`src/rtl/npc_wb_pkg.sv`:
```
// Shared definitions for the writeback unit: default widths, the load-size
// encoding and the writeback FSM state enum.
package npc_wb_pkg;

    localparam int ADDR_WIDTH_DEF = 5;
    localparam int DATA_WIDTH_DEF = 32;

    typedef enum logic [1:0] {
        LD_BYTE = 2'd0,
        LD_HALF = 2'd1,
        LD_WORD = 2'd2,
        LD_RSVD = 2'd3
    } ld_size_e;

    typedef enum logic {
        S_IDLE     = 1'b0,
        S_WAIT_MEM = 1'b1
    } wb_state_e;

endpackage

```
`src/rtl/wb_unit_if.sv`:
```
// Execute / memory-response / register-file-write bundle for wb_unit.
// master = execute stage and memory side, slave = the writeback unit.
interface wb_unit_if #(
    parameter int ADDR_WIDTH = npc_wb_pkg::ADDR_WIDTH_DEF,
    parameter int DATA_WIDTH = npc_wb_pkg::DATA_WIDTH_DEF
);
    logic                  ex_valid;
    logic                  ex_ready;
    logic [ADDR_WIDTH-1:0] ex_rd;
    logic [DATA_WIDTH-1:0] ex_result;
    logic                  ex_is_load;
    logic [1:0]            ex_ld_size;
    logic                  ex_ld_unsigned;
    logic [1:0]            ex_addr_lo;
    logic                  mem_rsp_valid;
    logic [DATA_WIDTH-1:0] mem_rsp_data;
    logic                  wen;
    logic [ADDR_WIDTH-1:0] waddr;
    logic [DATA_WIDTH-1:0] wdata;
    logic                  err;

    modport master (
        output ex_valid, ex_rd, ex_result, ex_is_load, ex_ld_size,
               ex_ld_unsigned, ex_addr_lo, mem_rsp_valid, mem_rsp_data,
        input  ex_ready, wen, waddr, wdata, err
    );

    modport slave (
        input  ex_valid, ex_rd, ex_result, ex_is_load, ex_ld_size,
               ex_ld_unsigned, ex_addr_lo, mem_rsp_valid, mem_rsp_data,
        output ex_ready, wen, waddr, wdata, err
    );
endinterface

```
`src/rtl/wb_unit_load_ext.sv`:
```
// load_ext: picks the addressed byte/half lane out of an aligned memory word
// and sign- or zero-extends it. Word and reserved sizes pass the word through.
module load_ext
    import npc_wb_pkg::*;
#(
    parameter int DATA_WIDTH = DATA_WIDTH_DEF
) (
    input  logic [DATA_WIDTH-1:0] raw_i,
    input  ld_size_e              size_i,
    input  logic                  is_unsigned_i,
    input  logic [1:0]            addr_lo_i,
    output logic [DATA_WIDTH-1:0] data_o
);
    logic [7:0]  byte_v;
    logic [15:0] half_v;
    logic        sign_v;

    // Lane select and extension
    always_comb begin
        byte_v = raw_i[8*addr_lo_i +: 8];
        half_v = raw_i[16*addr_lo_i[1] +: 16];
        sign_v = 1'b0;
        data_o = raw_i;
        case (size_i)
            LD_BYTE: begin
                sign_v = !is_unsigned_i && byte_v[7];
                data_o = {{(DATA_WIDTH-8){sign_v}}, byte_v};
            end
            LD_HALF: begin
                sign_v = !is_unsigned_i && half_v[15];
                data_o = {{(DATA_WIDTH-16){sign_v}}, half_v};
            end
            default: data_o = raw_i;
        endcase
    end
endmodule

```
`src/rtl/wb_unit.sv`:
```
// wb_unit: writeback stage. ALU results are written one cycle after
// acceptance; loads park in WAIT_MEM until the memory response arrives.
// Optional feature macro: WB_BYPASS_EN adds a combinational forwarding port.
//
//   state      | meaning
//   -----------+--------------------------------------------------
//   S_IDLE     | ready for a new instruction (ex_ready=1)
//   S_WAIT_MEM | load accepted, waiting for mem_rsp_valid
module wb_unit
    import npc_wb_pkg::*;
#(
    parameter int ADDR_WIDTH = ADDR_WIDTH_DEF,
    parameter int DATA_WIDTH = DATA_WIDTH_DEF
) (
    input  logic                  clk,
    input  logic                  rst_n,
`ifdef WB_BYPASS_EN
    input  logic [ADDR_WIDTH-1:0] byp_rs,
    output logic                  byp_hit,
    output logic [DATA_WIDTH-1:0] byp_data,
`endif
    wb_unit_if.slave              bus
);
    wb_state_e             state_q, state_d;
    logic [ADDR_WIDTH-1:0] rd_q, rd_d;
    ld_size_e              size_q, size_d;
    logic                  uns_q, uns_d;
    logic [1:0]            alo_q, alo_d;
    logic                  wen_q, wen_d;
    logic [ADDR_WIDTH-1:0] waddr_q, waddr_d;
    logic [DATA_WIDTH-1:0] wdata_q, wdata_d;
    logic                  err_q, err_d;
    logic                  wr_fire;
    logic [ADDR_WIDTH-1:0] wr_addr;
    logic [DATA_WIDTH-1:0] wr_data;
    logic [DATA_WIDTH-1:0] ext_data;
    ld_size_e              ex_size;

    assign ex_size = ld_size_e'(bus.ex_ld_size);

    load_ext #(.DATA_WIDTH(DATA_WIDTH)) u_load_ext (
        .raw_i         (bus.mem_rsp_data),
        .size_i        (size_q),
        .is_unsigned_i (uns_q),
        .addr_lo_i     (alo_q),
        .data_o        (ext_data)
    );

    // FSM state register
    always_ff @(posedge clk or negedge rst_n) begin
        if (!rst_n) state_q <= S_IDLE;
        else        state_q <= state_d;
    end

    // FSM next-state logic
    always_comb begin
        state_d = state_q;
        case (state_q)
            S_IDLE:     if (bus.ex_valid && bus.ex_is_load) state_d = S_WAIT_MEM;
            S_WAIT_MEM: if (bus.mem_rsp_valid)              state_d = S_IDLE;
            default:    state_d = S_IDLE;
        endcase
    end

    // FSM outputs and writeback next values; rd==0 completes without a write
    always_comb begin
        rd_d    = rd_q;
        size_d  = size_q;
        uns_d   = uns_q;
        alo_d   = alo_q;
        err_d   = err_q;
        waddr_d = waddr_q;
        wdata_d = wdata_q;
        wr_fire = 1'b0;
        wr_addr = rd_q;
        wr_data = ext_data;
        case (state_q)
            S_IDLE: begin
                if (bus.mem_rsp_valid) err_d = 1'b1;
                if (bus.ex_valid) begin
                    if (!bus.ex_is_load) begin
                        wr_fire = 1'b1;
                        wr_addr = bus.ex_rd;
                        wr_data = bus.ex_result;
                    end else begin
                        rd_d   = bus.ex_rd;
                        size_d = ex_size;
                        uns_d  = bus.ex_ld_unsigned;
                        alo_d  = bus.ex_addr_lo;
                        if (ex_size == LD_RSVD || (ex_size == LD_HALF && bus.ex_addr_lo[0]))
                            err_d = 1'b1;
                    end
                end
            end
            S_WAIT_MEM: wr_fire = bus.mem_rsp_valid;
            default: ;
        endcase
        wen_d = wr_fire && (wr_addr != '0);
        if (wen_d) begin
            waddr_d = wr_addr;
            wdata_d = wr_data;
        end
    end

    // Writeback and latched-load registers
    always_ff @(posedge clk or negedge rst_n) begin
        if (!rst_n) begin
            rd_q    <= '0;
            size_q  <= LD_BYTE;
            uns_q   <= 1'b0;
            alo_q   <= '0;
            wen_q   <= 1'b0;
            waddr_q <= '0;
            wdata_q <= '0;
            err_q   <= 1'b0;
        end else begin
            rd_q    <= rd_d;
            size_q  <= size_d;
            uns_q   <= uns_d;
            alo_q   <= alo_d;
            wen_q   <= wen_d;
            waddr_q <= waddr_d;
            wdata_q <= wdata_d;
            err_q   <= err_d;
        end
    end

    assign bus.ex_ready = (state_q == S_IDLE);
    assign bus.wen      = wen_q;
    assign bus.waddr    = waddr_q;
    assign bus.wdata    = wdata_q;
    assign bus.err      = err_q;

`ifdef WB_BYPASS_EN
    assign byp_hit  = wen_q && (waddr_q == byp_rs) && (byp_rs != '0);
    assign byp_data = wdata_q;
`endif
endmodule

```
`src/flat_wrapper.sv`:
```
// flat-port wrapper written by rule: the top's interface ports become plain ports
module wb_unit_flat import npc_wb_pkg::*;
#(
    parameter int ADDR_WIDTH = ADDR_WIDTH_DEF,
    parameter int DATA_WIDTH = DATA_WIDTH_DEF
)
  (clk, rst_n, bus_ex_valid, bus_ex_rd, bus_ex_result, bus_ex_is_load, bus_ex_ld_size, bus_ex_ld_unsigned, bus_ex_addr_lo, bus_mem_rsp_valid, bus_mem_rsp_data, bus_ex_ready, bus_wen, bus_waddr, bus_wdata, bus_err);
  wb_unit_if #(.ADDR_WIDTH(ADDR_WIDTH), .DATA_WIDTH(DATA_WIDTH)) bus_i ();
  input  logic clk;
  input  logic rst_n;
  input wire logic [$bits(bus_i.ex_valid)-1:0] bus_ex_valid;
  input wire logic [$bits(bus_i.ex_rd)-1:0] bus_ex_rd;
  input wire logic [$bits(bus_i.ex_result)-1:0] bus_ex_result;
  input wire logic [$bits(bus_i.ex_is_load)-1:0] bus_ex_is_load;
  input wire logic [$bits(bus_i.ex_ld_size)-1:0] bus_ex_ld_size;
  input wire logic [$bits(bus_i.ex_ld_unsigned)-1:0] bus_ex_ld_unsigned;
  input wire logic [$bits(bus_i.ex_addr_lo)-1:0] bus_ex_addr_lo;
  input wire logic [$bits(bus_i.mem_rsp_valid)-1:0] bus_mem_rsp_valid;
  input wire logic [$bits(bus_i.mem_rsp_data)-1:0] bus_mem_rsp_data;
  output wire logic [$bits(bus_i.ex_ready)-1:0] bus_ex_ready;
  output wire logic [$bits(bus_i.wen)-1:0] bus_wen;
  output wire logic [$bits(bus_i.waddr)-1:0] bus_waddr;
  output wire logic [$bits(bus_i.wdata)-1:0] bus_wdata;
  output wire logic [$bits(bus_i.err)-1:0] bus_err;
  assign bus_i.ex_valid = bus_ex_valid;
  assign bus_i.ex_rd = bus_ex_rd;
  assign bus_i.ex_result = bus_ex_result;
  assign bus_i.ex_is_load = bus_ex_is_load;
  assign bus_i.ex_ld_size = bus_ex_ld_size;
  assign bus_i.ex_ld_unsigned = bus_ex_ld_unsigned;
  assign bus_i.ex_addr_lo = bus_ex_addr_lo;
  assign bus_i.mem_rsp_valid = bus_mem_rsp_valid;
  assign bus_i.mem_rsp_data = bus_mem_rsp_data;
  assign bus_ex_ready = bus_i.ex_ready;
  assign bus_wen = bus_i.wen;
  assign bus_waddr = bus_i.waddr;
  assign bus_wdata = bus_i.wdata;
  assign bus_err = bus_i.err;
  wb_unit #(.ADDR_WIDTH(ADDR_WIDTH), .DATA_WIDTH(DATA_WIDTH)) u_core (.clk(clk), .rst_n(rst_n), .bus(bus_i));
endmodule
```
`config.mk`:
```
export PLATFORM = sky130hd
export DESIGN_NAME = wb_unit_flat
export DESIGN_NICKNAME = d
export VERILOG_FILES = /design/src/rtl/npc_wb_pkg.sv /design/src/rtl/wb_unit_if.sv /design/src/rtl/wb_unit_load_ext.sv /design/src/rtl/wb_unit.sv /design/src/flat_wrapper.sv
export SDC_FILE = /design/constraint.sdc
export NUM_CORES = 1
export LEC_CHECK = 0
export ABC_AREA = 1
export BUFFER_PORTS_ARGS = -buffer_cell sky130_fd_sc_hd__buf_2
export CORE_MARGIN = 5
export CORE_UTILIZATION = 50
export DETAILED_ROUTE_END_ITERATION = 10
export PLACE_DENSITY = 0.81
export SYNTH_ARGS = -nofsm -noshare
export SYNTH_HDL_FRONTEND = slang
export SYNTH_SLANG_ARGS = --single-unit
```
`constraint.sdc`:
```
create_clock -name clk -period 4.66 [get_ports clk]
set_input_delay 0.932 -clock clk [delete_from_list [all_inputs] [get_ports clk]]
set_output_delay 0.932 -clock clk [all_outputs]
set_load 0.03 [all_outputs]
```
==> results.cfg, run 1 <==
[outcome]
outcome = finished, final reports clean

[placed_design]
hpwl_mm = 6.69
gp_congestion = 0.926
dp.cells = 639
io_buffers = 118
place_ws_ns = 1.48

[synth]
synthAdderAreaFrac_pct = 0
synth-simple-area-share_pct = 32.4
synthMuxAreaShare_pct = 1.60
seq_area_frac_synth_pct = 39.9
netlist_top_cells_area = dfrtp_1 (40%), nand2_1 (25%), o21ai_0 (8.0%)
synth_cell_types = 27
yosysTopAreaCellShare_pct = 39.9
yosysWarnings = 0
synth_cells = 468
syn_nets = 547
ys_ff_latch = 50
avgSynthCellArea_sq_um = 6.70
yosysTopAreaCell = dfrtp_1
syn_area_sq_mm = 0.00313
synth-xor-area-share_pct = 0
synth_compound_area_share_pct = 13.6
synth_top_family_by_area = simple AND/OR/NAND/NOR gates

[setup_path]
cp-startpoint = bus_ex_is_load
crit_path_start_kind = input port
crit_arrival_ns = 2.97
cp.required_ns = 4.81
cp-end-kind = register
criticalPathCategory = in -> reg
worstPathMaxFanout = 56
r2r-start = u_core.state_q$_DFF_PN0_

[timing]
finalSetupViolations = 0
hold_viol_final = 0
drv_slew = 0
max_freq_ghz = 0.355
tightestPinTransition_ns = 1.13
clock_skew_ns = 0.00543
final.min_clock_period_ns = 2.82
fin_ws_ns = 1.84
setup_tns_ns = 0
rsz0062_at_grt = false
finalCritPeriodShare_pct = 60.5
relSlewSlack_pct = 24.4

[power]
ir_worst_vdd_mv = 0.260
power_density_mw_per_mm2 = 476
p_switching_mw = 0.813
internal-power_mw = 0.979
power_frac_clock_pct = 17.1
p_leak_nw = 2.22
power_frac_seq_pct = 37.2
power.total_mw = 1.79
p_comb_share_pct = 45.7
swShare_pct = 45.4

[clock_tree]
cts_buffers = 5
cts_hold_buf = 0
cts_htree_levels = 2
ctsLongestPathBuffers = 2
cts.sinks = 50
clk_latency_ns = 0.31
cts-root-buf = clkbuf_8
clk_pin_slew_worst_paths_ns = 0.09
cts.repair.resized = 0
cts_tree = built
cts_setup_buffers = 0

[flow_run]
drv_cap = 0

[detailed_routing]
initialDrtViolationCount = 236
via_count = 3256
drt-vias-per-instance = 5.03
first_pass_iters = 5
wl_mm = 8.71
detail-route-antenna-nets = 0
drc = 0
wl_per_cell_um = 13.5

[final_layout]
finalNonFillerCells = 647
final_common_cell = nand2_1
num_antenna_cells = 0
nFillCells = 563
layout.nets = 650
layout-drive-gt1-share_pct = 24.7
layout_common_cells = nand2_1 (206), buf_2 (118), inv_1 (55)
finish.utilization_pct = 62.9
syn2layout_area_growth_pct = 20.2

[floorplan]
fp.coreArea_sq_mm = 0.00599
start_util_pct = 52.3
fp.dieArea_sq_mm = 0.00795
die_height_um = 89.2
ios = 119
num_rows = 28
die_w_um = 89.2

[grt]
grt_pass1_wl_mm = 14.0
grt_use_total_pct = 22.6
antenna_found_initial = 0
grt_max_degree = 57
overflow = 0
grt_pass1_vias = 3069

[hold_path]
hold_class = reg -> reg
min_from = u_core.bus.wdata[22]$_DFFE_PN0P_
==> Yosys cell counts (all sizes together) <==
library cell	number
nand2	209
o21ai	58
inv	57
dfrtp	50
nor2	24
a21oi	18
buf	17
nand3	13
clkbuf	7
mux2i	5
o22ai	3
and2	2
nand3b	1
nand4	1
nor3	1
o211ai	1
or2	1
==> flip-flops by register name (all words and copies together), names as in the netlist, 2 cells and up <==
| name | flops |
|---|---|
| u_core.bus.waddr | 5 |
| u_core.bus.wdata | 32 |
| u_core.alo_q | 2 |
| u_core.size_q | 2 |
| u_core.rd_q | 5 |
==> cells by family (layout without fill, tap and decap cells) <==
family	Yosys count	after routing
compound gates	80	80
buf+inv	81	185
flops	50	50
mux	5	5
simple gates	252	252
==> path summary, 6_finish.rpt <==
path                                               endpoint  slack, ns  depth (start not counted)
setup / recovery            u_core.bus.wdata[7]$_DFFE_PN0P_       1.84                          9
hold / removal             u_core.bus.wdata[22]$_DFFE_PN0P_       0.48                          2
hold reg to reg            u_core.bus.wdata[22]$_DFFE_PN0P_       0.48                          2
min in group asynchronous       u_core.alo_q[0]$_DFFE_PN0P_       0.83                          1
setup reg to reg            u_core.bus.wdata[7]$_DFFE_PN0P_       2.17                          8
max in group asynchronous   u_core.bus.wdata[3]$_DFFE_PN0P_       3.12                          1
==> final cells by class <==
| type | count | area [sq um] | share of cell area (%) |
|---|---|---|---|
| Multi-Input combinational cell | 337 | 1490 | 39.5 |
| Tap cell | 75 | 93.8 | 2.49 |
| Timing Repair Buffer | 120 | 606 | 16.1 |
| Sequential cell | 50 | 1250 | 33.2 |
| Clock inverter | 3 | 40.0 | 1.06 |
| Inverter | 57 | 219 | 5.81 |
| Clock buffer | 5 | 68.8 | 1.83 |
==> worst max-delay path, cell delays in order <==
cell and delay (ns):
buf_2 0.09, inv_1 0.06, nand3_2 0.06, buf_4 0.43
nand2_1 0.10, nand2_1 0.12, nand3_2 0.11, o21ai_4 0.85
o21ai_0 0.21
==> layer usage <==
layer / part of all wire (%) / track usage, %
met5: 0 / 0
met4: 1.4 / 6.22
met1: 41 / 30.3
met2: 49 / 37.8
met3: 8.3 / 3.59
==> power by group through the flow <==
stage / clock, mW / sequential, mW / combinational [mW]
detailed placement: 0 / 0.671 / 0.826
finish: 0.306 / 0.667 / 0.820
CTS: 0.313 / 0.665 / 0.827
floorplan: 0 / 0.880 / 0.379
global route: 0.327 / 0.688 / 0.911
global placement: 0 / 0.670 / 0.806
==> stage by stage <==
| step | hold WS, ns | cell area, sq um |
|---|---|---|
| 2_1_floorplan | 0.504 | 3130 |
| 3_3_place_gp | 0.454 | 3660 |
| 3_5_place_dp | 0.460 | 3660 |
| 4_1_cts | 0.485 | 3770 |
| 5_1_grt | 0.505 | 3770 |
| 6_report | 0.483 | 3770 |
(Power assumes the default switching activity.)
==> run 2, diff against run 1 <==
ABC_AREA = 0   (was 1)
CORE_UTILIZATION = 44   (was 50)
PLACE_DENSITY = 0.77   (was 0.81)
clock period = 2.31 ns   (was 4.66 ns; I/O delays follow)
==> results.cfg, run 2 <==
[grt]
grt_max_degree = 40
grt_use_total_pct = 21.2
overflow = 0
antenna_found_initial = 0
grt_pass1_wl_mm = 14.6
grt_pass1_vias = 2895

[synth]
synth_cells = 320
synth_ff_type = dfrtp_1
syn_nets = 399
yosysTopAreaCell = dfrtp_1
avgSynthCellArea_sq_um = 9.09
synth_enable_flop_cells = 0
yosysTopAreaCellShare_pct = 43.0
yosysWarnings = 0
ys_ff_latch = 50
netlist_top_cells_area = dfrtp_1 (43%), nor3_1 (6.0%), mux2_2 (5.0%)
async_flop_share_pct = 100
synthMostInstantiatedCell = dfrtp_1
synth_cell_types = 35
syn_area_sq_mm = 0.00291
seq_area_frac_synth_pct = 43.0
ys_top_cells_by_count = dfrtp_1 (50), nand2_1 (38), nor3_1 (35)

[timing]
relSlewSlack_pct = 53.7
hold_ws_ns = 0.125
finalCritPeriodShare_pct = 89.1
tightestPinTransition_ns = 0.695
hold_viol_final = 0
fin_ws_ns = 0.251
finalSetupViolations = 0
final.min_clock_period_ns = 2.06
rsz0062_at_grt = false
max_freq_ghz = 0.486
clock_skew_ns = 0.0122
setup_tns_ns = 0
drv_slew = 0

[hold_path]
hold_class = in -> async

[final_layout]
layout_common_cells = buf_2 (118), dfrtp_1 (50), nand2_1 (38)
num_antenna_cells = 0
finalNonFillerCells = 503
layout.nets = 504
syn2layout_area_growth_pct = 27.3
layout-drive-gt1-share_pct = 37.6
nFillCells = 600
final_common_cell = buf_2
largest_reg_flops = 32

[outcome]
outcome = finished, final reports clean

[clock_tree]
ctsLongestPathBuffers = 2
cts.repair.resized = 0
cts_tree = built
cts_buffers = 5
cts_hold_buf = 0
cts-root-buf = clkbuf_8
clk_latency_ns = 0.31
clk_pin_slew_worst_paths_ns = 0.10
cts_htree_levels = 2
cts_setup_buffers = 0
cts.sinks = 50

[setup_path]
crit_path_start_kind = register
cp-end-kind = register
cp.required_ns = 2.45
crit_arrival_ns = 2.19
worstPathMaxFanout = 10
criticalPathCategory = reg -> reg

[power]
power.total_mw = 3.79
p_leak_nw = 1.65
ir_worst_vdd_mv = 0.514
power_density_mw_per_mm2 = 1020

[floorplan]
num_rows = 29
die_height_um = 91.3
start_util_pct = 45.6
die_w_um = 91.3
fp.coreArea_sq_mm = 0.00639
fp.dieArea_sq_mm = 0.00834
ios = 119

[detailed_routing]
wl_mm = 9.13
first_pass_iters = 4
initialDrtViolationCount = 217
drc = 0
via_count = 2949
drt-vias-per-instance = 5.86
wl_per_cell_um = 18.2
detail-route-antenna-nets = 0

[placed_design]
gp_congestion = 0.830
place_ws_ns = 0.101
dp.cells = 495
io_buffers = 118
hpwl_mm = 6.74

[flow_run]
drv_cap = 0
## run 2: cells by family after synthesis
family / share of synthesized area (%)
simple gates: 21.7
flops: 43.0
buf+inv: 5.85
compound gates: 18.9
mux: 10.5
## run 2: area by class of cell
cell class	count	area, sq um	share of cell area [%]
well taps	77	96.3	2.60
clock buffers	6	82.6	2.23
multi-input cells	232	1500	40.4
repair buffers	130	693	18.7
flip-flops and latches	50	1250	33.8
inverters	6	22.5	0.608
clock inverters	2	60.1	1.62
## run 2: through the flow
step | cell area (sq um) | utilization, %
finish | 3700 | 58.0
global route | 3700 | 58.0
CTS | 3700 | 57.9
detailed placement | 3560 | 55.7
global placement | 3560 | 55.7
floorplan | 2910 | -
## run 2: power breakdown
| part | internal, mW | switching (mW) | total (mW) |
|---|---|---|---|
| clock | 0.462 | 0.300 | 0.762 |
| combinational | 0.617 | 1.09 | 1.70 |
| sequential | 1.14 | 0.181 | 1.33 |
| total | 2.22 | 1.57 | 3.79 |
## run 2: worst paths after layout
kind	start	end	slack [ns]	cells after the start
max in group asynchronous	rst_n	u_core.bus.wdata[19]$_DFFE_PN0P_	1.63	2
min in group clk	bus_mem_rsp_valid	u_core.state_q$_DFF_PN0_	0.37	2
worst min register to register	u_core.bus.err$_DFFE_PN0N_	u_core.bus.err$_DFFE_PN0N_	0.49	2
worst max register to register	u_core.state_q$_DFF_PN0_	u_core.bus.wdata[20]$_DFFE_PN0P_	0.25	5
worst min-delay path	rst_n	u_core.rd_q[2]$_DFFE_PN0P_	0.12	1
worst max-delay path	u_core.state_q$_DFF_PN0_	u_core.bus.wdata[20]$_DFFE_PN0P_	0.25	5
## run 2: critical path: stages (launching register included)
cell and delay [ns]:
dfrtp_1 0.44, or3b_2 0.51, a21oi_2 0.13, or2_1 0.42, buf_4 0.25, a41oi_1 0.12
## run 2: per-layer routing
layer | up-vias | global-route usage (%) | wire, um
li1 | 1407 | - | -
met1 | 1407 | 28.6 | 3810
met2 | 125 | 33.7 | 4390
met3 | 10 | 5.62 | 811
met4 | 0 | 5.75 | 119
met5 | - | 0 | 0
